File: config.mk
export PLATFORM = sky130hd
export DESIGN_NAME = bcd_convert_arbiter
export DESIGN_NICKNAME = d
export VERILOG_FILES = /design/src/rtl/bcd_pkg.sv /design/src/rtl/bcd_dabble_seq.sv /design/src/rtl/bcd_convert_arbiter.sv
export SDC_FILE = /design/constraint.sdc
export NUM_CORES = 1
export LEC_CHECK = 0
export CORE_AREA = 2 2 127 129
export CTS_CLUSTER_DIAMETER = 30
export DETAILED_ROUTE_END_ITERATION = 12
export DIE_AREA = 0 0 129 131
export PLACE_DENSITY = 0.72
export SLEW_MARGIN = 10
export SYNTH_ARGS = -nofsm -noshare
export SYNTH_HDL_FRONTEND = slang
export SYNTH_SLANG_ARGS = --single-unit
File: constraint.sdc
create_clock -name clk -period 3.8 [get_ports clk]
set_input_delay 0.76 -clock clk [delete_from_list [all_inputs] [get_ports clk]]
set_output_delay 0.76 -clock clk [all_outputs]
set_load 0.02 [all_outputs]
File: src/rtl/bcd_pkg.sv
// bcd_pkg: shared types and helpers for the binary-to-BCD conversion arbiter.
//   state_t        : controller states (IDLE, SHIFT, DONE)
//   BIN_W_DEF      : default binary operand width
//   BCD_DIGITS_DEF : default number of BCD result digits
//   bcd_add3       : double-dabble digit adjust (add 3 when the digit is >= 5)
package bcd_pkg;

  typedef enum logic [1:0] {
    IDLE  = 2'd0,
    SHIFT = 2'd1,
    DONE  = 2'd2
  } state_t;

  localparam int BIN_W_DEF      = 24;
  localparam int BCD_DIGITS_DEF = 8;

  // A digit of 5..9 becomes 8..12, so the following left shift carries
  // correctly into the next decimal digit.
  function automatic logic [3:0] bcd_add3(input logic [3:0] d);
    return (d >= 4'd5) ? (d + 4'd3) : d;
  endfunction

endpackage

File: src/rtl/bcd_dabble_seq.sv
// bcd_dabble_seq: sequential double-dabble engine, one operand bit per clock.
//   clk, rst  : clock and synchronous active-high reset (control only)
//   start     : load bin, clear the accumulator and begin converting
//   bin       : unsigned binary operand, sampled when start is high
//   last      : high during the final shift cycle of a conversion
//   bcd_next  : accumulator value after the current shift; on the last
//               cycle this is the finished packed BCD result
module bcd_dabble_seq
  import bcd_pkg::*;
#(
  parameter int BIN_W      = BIN_W_DEF,
  parameter int BCD_DIGITS = BCD_DIGITS_DEF
) (
  input  logic                    clk,
  input  logic                    rst,
  input  logic                    start,
  input  logic [BIN_W-1:0]        bin,
  output logic                    last,
  output logic [4*BCD_DIGITS-1:0] bcd_next
);

  localparam int ACC_W = 4 * BCD_DIGITS;
  localparam int CNT_W = $clog2(BIN_W);

  logic              active;
  logic [BIN_W-1:0]  shreg;
  logic [ACC_W-1:0]  acc;
  logic [ACC_W-1:0]  adj;
  logic [CNT_W-1:0]  cnt;

  assign last = active && (cnt == '0);

  // Adjust every digit, then shift left taking the operand MSB as new bit 0.
  always_comb begin
    adj = '0;
    for (int i = 0; i < BCD_DIGITS; i++) begin
      adj[4*i +: 4] = bcd_add3(acc[4*i +: 4]);
    end
    bcd_next = {adj[ACC_W-2:0], shreg[BIN_W-1]};
  end

  always_ff @(posedge clk) begin
    if (rst) begin
      active <= 1'b0;
    end else if (start) begin
      active <= 1'b1;
    end else if (last) begin
      active <= 1'b0;
    end
  end

  // Datapath registers are only meaningful while active, so they carry no reset.
  always_ff @(posedge clk) begin
    if (start) begin
      shreg <= bin;
      acc   <= '0;
      cnt   <= CNT_W'(BIN_W - 1);
    end else if (active) begin
      shreg <= {shreg[BIN_W-2:0], 1'b0};
      acc   <= bcd_next;
      cnt   <= cnt - 1'b1;
    end
  end

endmodule

File: src/rtl/bcd_convert_arbiter.sv
// bcd_convert_arbiter: round-robin time-sharing of one double-dabble engine.
//   clk, rst   : clock and synchronous active-high reset
//   req_valid  : per-requester level request strobes
//   req_bin    : packed operands, requester i at [i*BIN_W +: BIN_W]
//   req_ready  : one-hot grant, only ever high in IDLE
//   rsp_valid  : result available (held until rsp_ready)
//   rsp_id     : requester index the result belongs to
//   rsp_bcd    : packed BCD result, digit 0 in bits [3:0]
//   rsp_ready  : consumer accepts the result
//   busy       : a conversion is in flight or awaiting acceptance
module bcd_convert_arbiter
  import bcd_pkg::*;
#(
  parameter int NUM_REQ    = 4,
  parameter int BIN_W      = BIN_W_DEF,
  parameter int BCD_DIGITS = BCD_DIGITS_DEF
) (
  input  logic                       clk,
  input  logic                       rst,
  input  logic [NUM_REQ-1:0]         req_valid,
  input  logic [NUM_REQ*BIN_W-1:0]   req_bin,
  output logic [NUM_REQ-1:0]         req_ready,
  output logic                       rsp_valid,
  output logic [$clog2(NUM_REQ)-1:0] rsp_id,
  output logic [4*BCD_DIGITS-1:0]    rsp_bcd,
  input  logic                       rsp_ready,
  output logic                       busy
);

  localparam int              ID_W    = $clog2(NUM_REQ);
  localparam logic [ID_W-1:0] LAST_ID = ID_W'(NUM_REQ - 1);

  state_t                  state, state_n;
  logic [ID_W-1:0]         rr_ptr;
  logic                    gnt_any;
  logic [ID_W-1:0]         gnt_idx;
  logic [ID_W-1:0]         cand;
  int                      idx_sum;
  logic [BIN_W-1:0]        sel_bin;
  logic                    start;
  logic                    eng_last;
  logic [4*BCD_DIGITS-1:0] eng_bcd;

  // First requester at or above rr_ptr, wrapping at NUM_REQ.
  always_comb begin
    gnt_any = 1'b0;
    gnt_idx = '0;
    cand    = '0;
    idx_sum = 0;
    for (int k = 0; k < NUM_REQ; k++) begin
      idx_sum = int'(rr_ptr) + k;
      if (idx_sum >= NUM_REQ) idx_sum = idx_sum - NUM_REQ;
      cand = ID_W'(idx_sum);
      if (!gnt_any && req_valid[cand]) begin
        gnt_any = 1'b1;
        gnt_idx = cand;
      end
    end
  end

  always_comb begin
    sel_bin = '0;
    for (int i = 0; i < NUM_REQ; i++) begin
      if (gnt_idx == ID_W'(i)) sel_bin = req_bin[i*BIN_W +: BIN_W];
    end
  end

  always_comb begin
    state_n   = state;
    start     = 1'b0;
    req_ready = '0;
    unique case (state)
      IDLE: begin
        if (gnt_any) begin
          req_ready[gnt_idx] = 1'b1;
          start              = 1'b1;
          state_n            = SHIFT;
        end
      end
      SHIFT:   if (eng_last) state_n = DONE;
      DONE:    if (rsp_ready) state_n = IDLE;
      default: state_n = IDLE;
    endcase
  end

  assign busy = (state != IDLE);

  always_ff @(posedge clk) begin
    if (rst) state <= IDLE;
    else     state <= state_n;
  end

  // Response register and round-robin pointer; reset also discards any
  // in-flight result.
  always_ff @(posedge clk) begin
    if (rst) begin
      rr_ptr    <= '0;
      rsp_valid <= 1'b0;
      rsp_id    <= '0;
      rsp_bcd   <= '0;
    end else begin
      if (start) begin
        rsp_id <= gnt_idx;
        rr_ptr <= (gnt_idx == LAST_ID) ? '0 : gnt_idx + 1'b1;
      end
      if (state == SHIFT && eng_last) begin
        rsp_valid <= 1'b1;
        rsp_bcd   <= eng_bcd;
      end
      if (state == DONE && rsp_ready) rsp_valid <= 1'b0;
    end
  end

  bcd_dabble_seq #(
    .BIN_W      (BIN_W),
    .BCD_DIGITS (BCD_DIGITS)
  ) u_engine (
    .clk      (clk),
    .rst      (rst),
    .start    (start),
    .bin      (sel_bin),
    .last     (eng_last),
    .bcd_next (eng_bcd)
  );

endmodule

-- Word level (Yosys, flattened, before mapping)
Index checks and enable logic that the tools add are counted.
- register bits after elaboration: 101
- bits in latches: 0
- RAM bits: 0
- ROM bits: 0
- word-level logic and storage cells: 117
- memories: 0
- $add $sub $neg: 17
- multiply operators: 0
- divide/modulo/power cells: 0
- magnitude comparators: 18
- equality and inequality tests: 8
- shift operators: 0
- mux-type cells: 47
- bitwise gates (word level): 0
- reduce and logical (&&, ||, !) cells: 18
- operators by type and width (kind ; count):
    24-bit 2-to-1 mux ; 6
    4-bit 2-to-1 mux ; 9
    4-bit by 3-bit >= comparator with 1-bit output, second input constant ; 8
    4-bit by 2-bit adder with 4-bit output, second input constant ; 7
    2-bit 2-to-1 mux ; 12
    2-bit by 3-bit < comparator with 1-bit output, second input constant ; 5
    1-bit 2-to-1 mux ; 13
    3-bit >= comparator, second input constant ; 3
    1-bit binary-select mux with 2-bit select ; 4
    2-bit by 1-bit subtractor with 2-bit output, second input constant ; 4
    1-bit logical AND ; 7
    2-bit by 2-bit adder with 3-bit output, second input constant ; 2
    2-bit equality test, second input constant ; 3
    2-bit != test, second input constant ; 3
    2-bit case mux with 3 select lines ; 1
    2-bit nonzero test ; 3
    5-bit logical NOT ; 1
    5-bit by 1-bit subtractor with 5-bit output, second input constant ; 1
    2-bit by 1-bit equality test with 1-bit output, second input constant ; 2
    2-bit logical NOT ; 2
    2-bit by 1-bit adder with 3-bit output, second input constant ; 1
    3-bit by 2-bit adder with 3-bit output, second input constant ; 1
    2-bit by 3-bit >= comparator with 1-bit output, second input constant ; 1
    1-bit logical NOT ; 3
    other kinds (6) ; 6

-- Depth between registers and ports, before layout
Gate-level depths: netlist of run 1.
- depth after elaboration: 20
- mapped depth: 11
- mapped depth without buffers: 9

-- Hierarchy
Synthesis of run 1 repeated with hierarchy kept, for this count alone.
- cell total of the unflattened synthesis: 683
- area, all modules: 5929.4 µm²
- by module, submodules not included (module ; times used ; cells each ; area each (µm²) ; sequential area each (µm²)):
    bcd_dabble_seq ; 1 ; 373 ; 3627.2 ; 1481.4
    bcd_convert_arbiter ; 1 ; 310 ; 2302.2 ; 780.7

-- Worst setup path after synthesis of run 1
Ideal clock, no wire load.
- path type: input to output
- from: input req_valid[2]
- to: output req_ready[2]
- arrival time: 2401 ps
- data required time: 3040 ps
- path slack: 639 ps
- stages on the path: 7
- buffers on the path: 2
- cell sequence: inv_1 > o32ai_1 > or3_1 > ha_1 > clkbuf_1 > buf_1 > and2_1
- word-level cells in the longest chain between the ends: 18
- elaborated cells on any way between the ends: 29
- ends and longest elaborated chain (what ; line ; source):
    from (decl) ; bcd_convert_arbiter.sv:20 ; input logic [NUM_REQ-1:0] req_valid,
    1-bit binary-select mux with 2-bit select ; bcd_convert_arbiter.sv:54 ; if (!gnt_any && req_valid[cand]) begin
    1-bit 2-to-1 mux (not written as such) ; bcd_convert_arbiter.sv:54 ;
    1-bit 2-to-1 mux ; bcd_convert_arbiter.sv:54 ;
    1-bit logical NOT ; bcd_convert_arbiter.sv:54 ;
    1-bit logical AND ; bcd_convert_arbiter.sv:54 ;
    1-bit 2-to-1 mux ; bcd_convert_arbiter.sv:54 ;
    1-bit logical NOT ; bcd_convert_arbiter.sv:54 ;
    1-bit logical AND ; bcd_convert_arbiter.sv:54 ;
    [2 not listed] ; -- ;
    1-bit logical AND ; bcd_convert_arbiter.sv:54 ;
    2-bit 2-to-1 mux ; bcd_convert_arbiter.sv:54 ;
    2-bit by 3-bit < comparator with 1-bit output (not written as such) / 2-bit by 1-bit >= comparator with 1-bit output (equally long branches) ; bcd_convert_arbiter.sv:75 ; req_ready[gnt_idx] = 1'b1;
    1-bit logical AND (not written as such) ; bcd_convert_arbiter.sv:75 ;
    1-bit 2-to-1 mux (not written as such) ; bcd_convert_arbiter.sv:75 ;
    1-bit demux with 2-bit select ; bcd_convert_arbiter.sv:75 ;
    4-bit 2-to-1 mux * ; bcd_convert_arbiter.sv:74 ; if (gnt_any) begin
    4-bit 2-to-1 mux * ; bcd_convert_arbiter.sv:72 ; unique case (state)
    to (decl) ; bcd_convert_arbiter.sv:22 ; output logic [NUM_REQ-1:0] req_ready,
Every way passes the cells marked *; elsewhere a longest branch is shown, timed or not. The select of a mux whose other input is x is not followed.

-- Final worst setup path of run 1
- from: input req_valid[0]
- to: output req_ready[2]
Same word-level chain as after synthesis.

==> results of run 1 <==
stage by stage:
stage	setup slack [ns]	hold WS [ns]	total power, mW	utilization, %
after CTS	0.0242	0.469	3.02	46.8
final	0.373	0.465	2.98	46.9
after detailed placement	0.0288	0.457	2.10	44.9
after global placement	0.0496	0.458	2.09	44.9
after floorplan	0.639	0.468	1.79	-
after global routing	0.278	0.513	3.15	46.9
worst paths after layout:
| check | to | slack (ns) | cells past startpoint |
|---|---|---|---|
| hold / removal | rsp_bcd[30] | 0.47 | 2 |
| hold reg to reg | rsp_bcd[30] | 0.47 | 2 |
| setup / recovery | req_ready[2] | 0.37 | 7 |
| setup reg to reg | u_engine.shreg[6] | 1.06 | 12 |
per-layer routing:
metal  share of wire, %  up-vias
met5                  0        -
met4                1.2        0
met3                6.4       12
met2                 47      147
met1                 45     2240
li1                   -     2419
tightest hold or removal path, stage by stage (launching register included):
cell and delay, ns:
dfxtp_1 0.31, nand2b_1 0.06, a21oi_1 0.05
cells in the mapped netlist, types with 9 or more instances:
master	number	area [sq um]
or3_1	10	62.6
nor3b_1	16	120
a221oi_1	23	201
a21oi_1	86	430
o21ai_0	38	190
nand2b_1	27	169
o22ai_1	17	106
nor2_1	61	229
xnor2_1	10	87.6
inv_1	46	173
buf_2	13	65.1
edfxtp_1	24	721
nand2_1	16	60.1
dfxtp_1	77	1540
a211oi_1	21	158
a211o_1	19	166
clkbuf_1	23	86.3
ha_1	21	263
nand3b_1	9	67.6
power groups by stage:
stage	Clock, mW	Combinational [mW]	Sequential (mW)
2_1_floorplan	0	0.490	1.30
3_3_place_gp	0	0.772	1.32
3_5_place_dp	0	0.779	1.32
4_1_cts	0.945	0.784	1.29
5_1_grt	0.987	0.855	1.31
6_report	0.919	0.773	1.29
area by class of cell:
cell class                      instances  area (sq um)  area share, %
Multi-Input combinational cell        413          2700           37.0
Sequential cell                       101          2260           31.0
Timing Repair Buffer                  164          1610           22.0
Tap cell                              216           270           3.70
Clock buffer                           11           264           3.61
Inverter                               46           173           2.36
Clock inverter                          4          27.5          0.377
cell families (layout without fill, tap and decap cells):
| kind of cell | after synthesis | in the layout | share of synthesized area (%) |
|---|---|---|---|
| multiplexers | 10 | 10 | 2.05 |
| buffers and inverters | 88 | 225 | 6.75 |
| adder cells (fa/ha/maj) | 21 | 21 | 4.94 |
| flip-flops | 101 | 101 | 42.6 |
| AO/OA/AOI/OAI | 215 | 215 | 25.4 |
| AND/OR/NAND/NOR | 155 | 155 | 16.3 |
| XOR/XNOR | 12 | 12 | 1.98 |
layout by cell type, fill, tap and decap left out, types with 2 or more instances in the layout:
master,n
dlymetal6s2s_1,4
a211o_1,19
a211oi_2,2
buf_4,21
a21o_1,2
nand3b_1,9
mux2_2,7
inv_1,46
clkbuf_16,10
mux2i_1,3
clkdlybuf4s50_1,138
nor3_1,2
a221oi_1,23
ha_1,21
nand2_1,16
nand2b_1,27
xnor2_1,10
dfxtp_1,76
a21oi_1,86
nand3_1,2
nor4b_4,2
edfxtp_1,24
and2_1,4
or3_1,10
o21ai_0,38
a211oi_1,21
o22ai_1,17
xor2_1,2
nor2_1,60
nor3b_1,16
state kept, by name, indices dropped and copies added, names as in the netlist:
signal and cells:
u_engine.shreg 24, state 2, rr_ptr 2, rsp_id 2, rsp_bcd 32, rsp_valid 1
u_engine.active 1, u_engine.cnt 5, u_engine.acc 32
repair_timing:
item                       in CTS  in global routing
buffers inserted                0                  0
gates resized for setup         0                  4
setup endpoints to repair       0                  4
hold endpoints to repair        0                  0
==> results.json, run 1 <==
{
  "fin_crit_ns": 3.43,
  "ir_drop_v": 0.000216,
  "rsz0062_at_grt": "no",
  "cts-root-buf": "clkbuf_16",
  "stdcell_count": 955,
  "initial_core_util_pct": 34.1,
  "setup_viol": 0,
  "critPathSlowestCell": "clkdlybuf4s50_1",
  "ios": 143,
  "post-dp-hpwl_mm": 10.1,
  "track_usage_pct": 17.0,
  "dieHeight_microns": 131,
  "required_ns": 3.04,
  "final_area_sq_um": 7310,
  "synthToLayoutAreaGrowth_pct": 37.5,
  "grt_pass1_wl_mm": 22.4,
  "period_share_pct": 90.2,
  "wl_per_cell_microns": 15.3,
  "p_switching_mw": 0.872,
  "ant_nets": 0,
  "finalHoldViolCount": 0,
  "place_area_sq_um": 7010,
  "hold_class": "reg2reg",
  "drt-initial-drc-count": 267,
  "met2_usage_pct": 30.4,
  "maxCapViolCount": 0,
  "hold_start": "rsp_bcd[30]",
  "cts_tree": "built",
  "path_clk_slew_ns": 0.06,
  "grt_antenna_before_repair": 0,
  "dp_cells": 940,
  "leakage_nw": 2.70,
  "max_freq_mhz": 292,
  "crit_buf_inv": 2,
  "wl_mm": 14.6,
  "ys.flop_type": "dfxtp_1",
  "syn_nets": 726,
  "place_congestion": 0.801,
  "ys_types": 44,
  "p_int_mw": 2.11,
  "worst_setup_path_start_kind": "input port",
  "clock_skew_ns": 0.0106,
  "clk_latency_ns": 0.35,
  "max_stage_delay_ns": 0.49,
  "outcome": "completed",
  "fill_cells": 1524,
  "netlist_instances": 602,
  "seqPwrFrac_pct": 43.3,
  "cp-end-kind": "output pin",
  "final_nets": 859,
  "drc_errors": 0,
  "swShare_pct": 29.2,
  "num_rows": 46,
  "r2r_start": "rr_ptr[0]",
  "grt_max_degree": 57,
  "num_vias": 4818,
  "synth_edf_count": 24,
  "grt_pass1_vias": 4388,
  "path_class": "in2out",
  "share_comb_of_total_power_pct": 25.9,
  "worstMarginPinSlew_ns": 0.667,
  "cts_inserted_buffers": 9,
  "cp_cell_sequence": "clkdlybuf4s50_1 -> a2bb2oi_1 -> o32ai_1 -> or3_1 -> ha_1 -> and2_1 -> dlymetal6s2s_1",
  "die_w_microns": 129,
  "core_sq_um": 15600,
  "antennaDiodeCount": 0,
  "hold_buffers": 0,
  "critPathTopFamily": "buffers and inverters",
  "port_buffers": 142,
  "synth.cell_area_sq_um": 5320,
  "h-tree-depth": 3,
  "drv_slew": 0,
  "crit_arrival_ns": 2.67,
  "crit_start": "req_valid[0]",
  "ys_async_sr_fraction_pct": 0,
  "grt-ovfl-total": 0,
  "ys_ff_latch": 101,
  "dieArea_sq_um": 16900,
  "clock_sinks": 101,
  "dr.pass1.iters": 7,
  "slew_headroom_pct": 55.5,
  "seq_area_frac_synth_pct": 42.6,
  "path_max_fanout": 5,
  "via_per_inst": 5.05,
  "syn_area_per_cell_sq_um": 8.83,
  "gr-usage-met1_pct": 20.4,
  "finalSetupTns_ns": 0,
  "globalRoute.busiestLayer": "met2",
  "drive_gt1_share_pct": 7.17,
  "clockBufferDepth": 2,
  "clkPwrFrac_pct": 30.8,
  "grtUsageMet3_pct": 3.95,
  "yosys_warnings": 0,
  "powerDensity_nw_per_um2": 408
}
No activity file was read; power rests on OpenSTA's default activity.
==> run 2, diff against run 1 <==
--- a/config.mk
+++ b/config.mk
@@ -9,8 +9,8 @@
 export CTS_CLUSTER_DIAMETER = 30
 export DETAILED_ROUTE_END_ITERATION = 12
 export DIE_AREA = 0 0 129 131
-export PLACE_DENSITY = 0.72
-export SLEW_MARGIN = 10
+export PLACE_DENSITY = 0.61
+export SETUP_SLACK_MARGIN = 0.2
 export SYNTH_ARGS = -nofsm -noshare
 export SYNTH_HDL_FRONTEND = slang
 export SYNTH_SLANG_ARGS = --single-unit
==> run 2 against run 1 <==
Compared with the run above: clock-buffer cell count is 2 higher; wire length is 4.1% higher; critical path depth stayed put; highest routed layer unchanged; utilization is 0.20 points higher; largest power group unchanged.
==> results.json, run 2 (synthesis results as in run 1) <==
{
  "clock_sinks": 101,
  "place_ws_ns": 0.0644,
  "wl_mm": 15.2,
  "required_ns": 3.04,
  "track_usage_pct": 17.7,
  "r2r_start": "rr_ptr[0]",
  "fin_crit_ns": 3.38,
  "post-dp-hpwl_mm": 10.5,
  "path_class": "in2out",
  "h-tree-depth": 3,
  "clockBufferDepth": 2,
  "hold_class": "reg2reg",
  "layout_common_cells": "clkdlybuf4s50_1, a21oi_1, dfxtp_1, nor2_1, inv_1",
  "dieArea_sq_um": 16900,
  "grt_pass1_vias": 4811,
  "finalSetupTns_ns": 0,
  "place_congestion": 0.796,
  "setup_viol": 0,
  "worstMarginPinSlew_ns": 0.760,
  "fill_cells": 1502,
  "grt_max_degree": 58,
  "grt_antenna_before_repair": 0,
  "clk_latency_ns": 0.35,
  "ir_drop_v": 0.000181,
  "period_share_pct": 88.9,
  "num_rows": 46,
  "worst_setup_path_start_kind": "input port",
  "met2_usage_pct": 32.3,
  "drc_errors": 0,
  "powerDensity_nw_per_um2": 415,
  "p_total_mw": 3.05,
  "core_sq_um": 15600,
  "cp-end-kind": "output pin",
  "finalWorstSetupSlack_ns": 0.420,
  "crit_arrival_ns": 2.62,
  "dp_cells": 936,
  "finalHoldViolCount": 0,
  "gr-usage-met1_pct": 20.6,
  "initial_core_util_pct": 34.1,
  "cts-root-buf": "clkbuf_16",
  "hold_buffers": 0,
  "path_max_fanout": 3,
  "synthToLayoutAreaGrowth_pct": 38.1,
  "hold_start": "rsp_id[0]",
  "stdcell_count": 952,
  "ant_nets": 0,
  "rsz0062_at_grt": "no",
  "drive_gt1_share_pct": 6.79,
  "globalRoute.busiestLayer": "met2",
  "antennaDiodeCount": 0,
  "max_freq_mhz": 296,
  "drt-initial-drc-count": 219,
  "die_w_microns": 129,
  "num_vias": 4883,
  "final_common_cell": "clkdlybuf4s50_1",
  "slew_headroom_pct": 49.3,
  "leakage_nw": 2.70,
  "grt-ovfl-total": 0,
  "grtUsageMet3_pct": 3.91,
  "clock_skew_ns": 0.00580,
  "crit_start": "req_valid[1]",
  "port_buffers": 142,
  "maxCapViolCount": 0,
  "cts_inserted_buffers": 9,
  "drv_slew": 0,
  "grt_pass1_wl_mm": 23.6,
  "via_per_inst": 5.13,
  "multi_input_area_sq_um": 2720,
  "final_core_util_pct": 47.1,
  "ios": 143,
  "outcome": "completed",
  "cts_tree": "built",
  "dr.pass1.iters": 4,
  "path_clk_slew_ns": 0.06,
  "ff_latch_area_sq_um": 2260,
  "top_regs": "rsp_bcd: 32 flops, u_engine.acc: 32 flops, u_engine.shreg: 24 flops",
  "final_nets": 855,
  "dieHeight_microns": 131,
  "wl_per_cell_microns": 16.0
}
-- run 2: area by class of cell --
cell class,instances,share of cell area [%]
clock buffer,13,3.85
clock inverter,3,0.528
inverter,46,2.35
multi-input combinational,413,37.1
sequential,101,30.8
tap,216,3.68
timing repair buffer,160,21.7
-- run 2: worst paths after layout --
kind,end,slack (ns),cells after the start
worst min register to register,rsp_id[0],0.49,2
worst max-delay path,req_ready[2],0.42,7
worst max register to register,u_engine.shreg[13],1.09,10
worst min-delay path,rsp_id[0],0.49,2
-- run 2: critical path, stage by stage --
cell and delay [ns]:
clkdlybuf4s50_1 0.48, a2bb2oi_1 0.21, o32ai_2 0.14, or3_1 0.43
ha_1 0.24, and2_1 0.14, dlymetal6s2s_1 0.22
-- run 2: power breakdown --
group | switching, mW | leakage (nW) | total, mW | internal, mW
logic | 0.402 | 1.68 | 0.776 | 0.374
registers | 0.0574 | 0.871 | 1.29 | 1.23
clock network | 0.394 | 0.158 | 0.982 | 0.588
total | 0.853 | 2.70 | 3.05 | 2.19
-- run 2: metrics by stage --
step	hold slack, ns	area [sq um]
floorplan	0.468	5320
global placement	0.462	6990
CTS	0.488	7320
global route	0.512	7340
finish	0.486	7340
detailed placement	0.479	6990
-- run 2: what timing repair did --
item	4_1_cts	5_1_grt
setup buffers	0	0
resized for setup	2	5
cloned	0	0
endpoints found under the setup margin	4	4
-- run 2: layer usage --
metal	share of wire (%)	routed length (microns)
met5	0	0
met4	1.3	197
met3	6.5	988
met2	50	7650
met1	42	6380
==> RTL edit: new RTL, flow settings as in run 2 <==
The 3 states of `state_t` get a one-hot encoding in 3 bits.
--- a/src/rtl/bcd_pkg.sv
+++ b/src/rtl/bcd_pkg.sv
@@ -5,10 +5,10 @@
 //   bcd_add3       : double-dabble digit adjust (add 3 when the digit is >= 5)
 package bcd_pkg;
 
-  typedef enum logic [1:0] {
-    IDLE  = 2'd0,
-    SHIFT = 2'd1,
-    DONE  = 2'd2
+  typedef enum logic [2:0] {
+    IDLE  = 3'b001,
+    SHIFT = 3'b010,
+    DONE  = 3'b100
   } state_t;
 
   localparam int BIN_W_DEF      = 24;
Formal check against the unedited RTL: no difference found for any inputs over 10 cycles, from zero or initial values and one cycle with rst high; not proved beyond that.
==> RTL edit against run 2 <==
- worst hold slack got worse by 17 ps
- cell area decreased by 1.2%
- critical path type unchanged
- synthesized cell count increased by 2.5%
- sequential power increased by 9%
- worst setup slack got worse by 140 ps
- global-route usage decreased by 0.12 points
- routed wire length decreased by 3.4%
- via count increased by 1.7%
- sequential cell count increased by 1
- area after synthesis decreased by 0.75%
- fmax decreased by 3.9%
- total power increased by 11%
==> RTL edit: results (changes against run 2) <==
stage	metric	value	unit	change
synth	synth_commonest_cells	a21oi_1 (91), dfxtp_1 (78), nand2_1 (51)		
placement	dp_cells	953		+1.8%
synth	yosysSeqAreaShare	43.3	%	+0.70 points
cells_and_area	fin_nets	872		+2.0%
cells_and_area	instances_no_fill	969		+1.8%
placement	io_buffers	142		unchanged
critical_path	worst_ep_arrival_time	2760	ps	+140 ps
pwr	p_leak	2.67	nW	-1.4%
clock_network	cts_setup_buffers	0		unchanged
drt	drt_iter0_markers	322		+47%
drt	wl_per_cell	15.2	um	-5.1%
grt	grt_usage	17.6	%	-0.12 points
clock_network	clockRootBuffer	clkbuf_16		
outcome	status	completed		
placement	place_area	6950	sq um	-0.52%
grt	grt_use_met2	32.0	%	-0.31 points
grt	grt_max_degree	57		-1.7%
synth	synthTopCellsByArea	dfxtp_1 (30%), edfxtp_1 (14%), a21oi_1 (8.6%), ha_1 (5.0%), o21ai_0 (4.6%)		
placement	gp_congestion	0.791		-0.60%
clock_network	clockBufferDepth	2		unchanged
clock_network	cts_resized	7		+5
synth	async_flop_share	0	%	unchanged
synth	syn_area_per_cell	8.55	sq um	-3.2%
grt	grt_first_pass_wirelength	23300	um	-0.94%
grt	grt_pass1_vias	4850		+0.81%
cells_and_area	reg_top3	rsp_bcd x32, u_engine.acc x32, u_engine.shreg x24		
drt	vias_per_cell	5.12		-0.12%
min_path	hold_path_class	reg2reg		
pwr	vdd_ir_drop_max	0.221	mV	+22%
placement	dp_hpwl	10500	um	about the same
clock_network	insertion_delay	340	ps	
synth	synth.net_count	741		+2.1%
synth	ys_types	40		-9.1%
clock_network	htree_num_levels	3		unchanged
grt	met1_usage	20.2	%	-0.37 points
cells_and_area	drive_gt1_share	7.04	%	+0.25 points
timing	skew	7.56	ps	+1.76 ps
cells_and_area	antenna_cells	0		unchanged
timing	slew_headroom	54.9	%	+5.6 points
grt	grt_util_met3	4.36	%	+0.45 points
cells_and_area	fill_cells	1461		-2.7%
==> RTL edit: changes by cell type in the layout (fill, tap and decap cells not counted), moves of 5 or more <==
cell,run 2,this run
nor3b_1,16,9
nor2_1,60,48
o21ai_0,38,48
nand3_1,2,11
nand2b_1,27,11
a211oi_1,21,0
nand2_1,16,51
buf_4,16,21
a311oi_1,0,9
a21oi_1,86,91
==> RTL edit: per-layer routing <==
metal | part of all wire [%] | up-vias
li1 | - | 2468
met1 | 41 | 2362
met2 | 51 | 111
met3 | 5.4 | 23
met4 | 2.3 | 0
met5 | 0 | -
==> RTL edit: kinds of logic after synthesis <==
family | Yosys count | synth area share (%)
fa+ha+maj | 21 | 4.98
buf+inv | 89 | 6.88
mux | 10 | 2.09
xor+xnor | 11 | 1.83
compound gates | 219 | 25.5
simple gates | 165 | 15.5
flops | 102 | 43.3
==> RTL edit: path summary, 6_finish.rpt <==
kind                start            endpoint  slack (ps)
max          req_valid[2]        req_ready[0]         280
min reg2reg     rsp_id[1]           rsp_id[1]         470
max reg2reg     rr_ptr[1]  u_engine.shreg[22]        1190
min             rsp_id[1]           rsp_id[1]         470
==> RTL edit: worst max-delay path, cell delays in order <==
cell,delay [ps]
clkdlybuf4s50_1,450
nor2b_1,170
o21ai_0,170
o21ai_1,140
or3_4,360
ha_1,240
and2_1,140
dlygate4sd2_1,310
==> RTL edit: where the power goes <==
part / internal, mW / switching [mW] / leakage, nW / total, mW
clock network: 0.483 / 0.403 / 0.143 / 0.886
registers: 1.32 / 0.0785 / 0.874 / 1.40
logic: 0.495 / 0.608 / 1.65 / 1.10
total: 2.30 / 1.09 / 2.67 / 3.39
==> RTL edit: final cells by class <==
type	count	area, sq um	area share [%]
tap	216	270	3.73
clock inverter	4	31.3	0.431
multi-input combinational	426	2670	36.8
clock buffer	12	256	3.54
inverter	46	173	2.38
timing repair buffer	163	1570	21.7
sequential	102	2280	31.5
==> RTL edit: through the flow <==
stage	worst slack [ps]	total power, mW
after CTS	270	3.43
after global placement	41.7	2.51
after floorplan	559	2.16
after detailed placement	43.9	2.53
final	285	3.39
after global routing	208	3.61
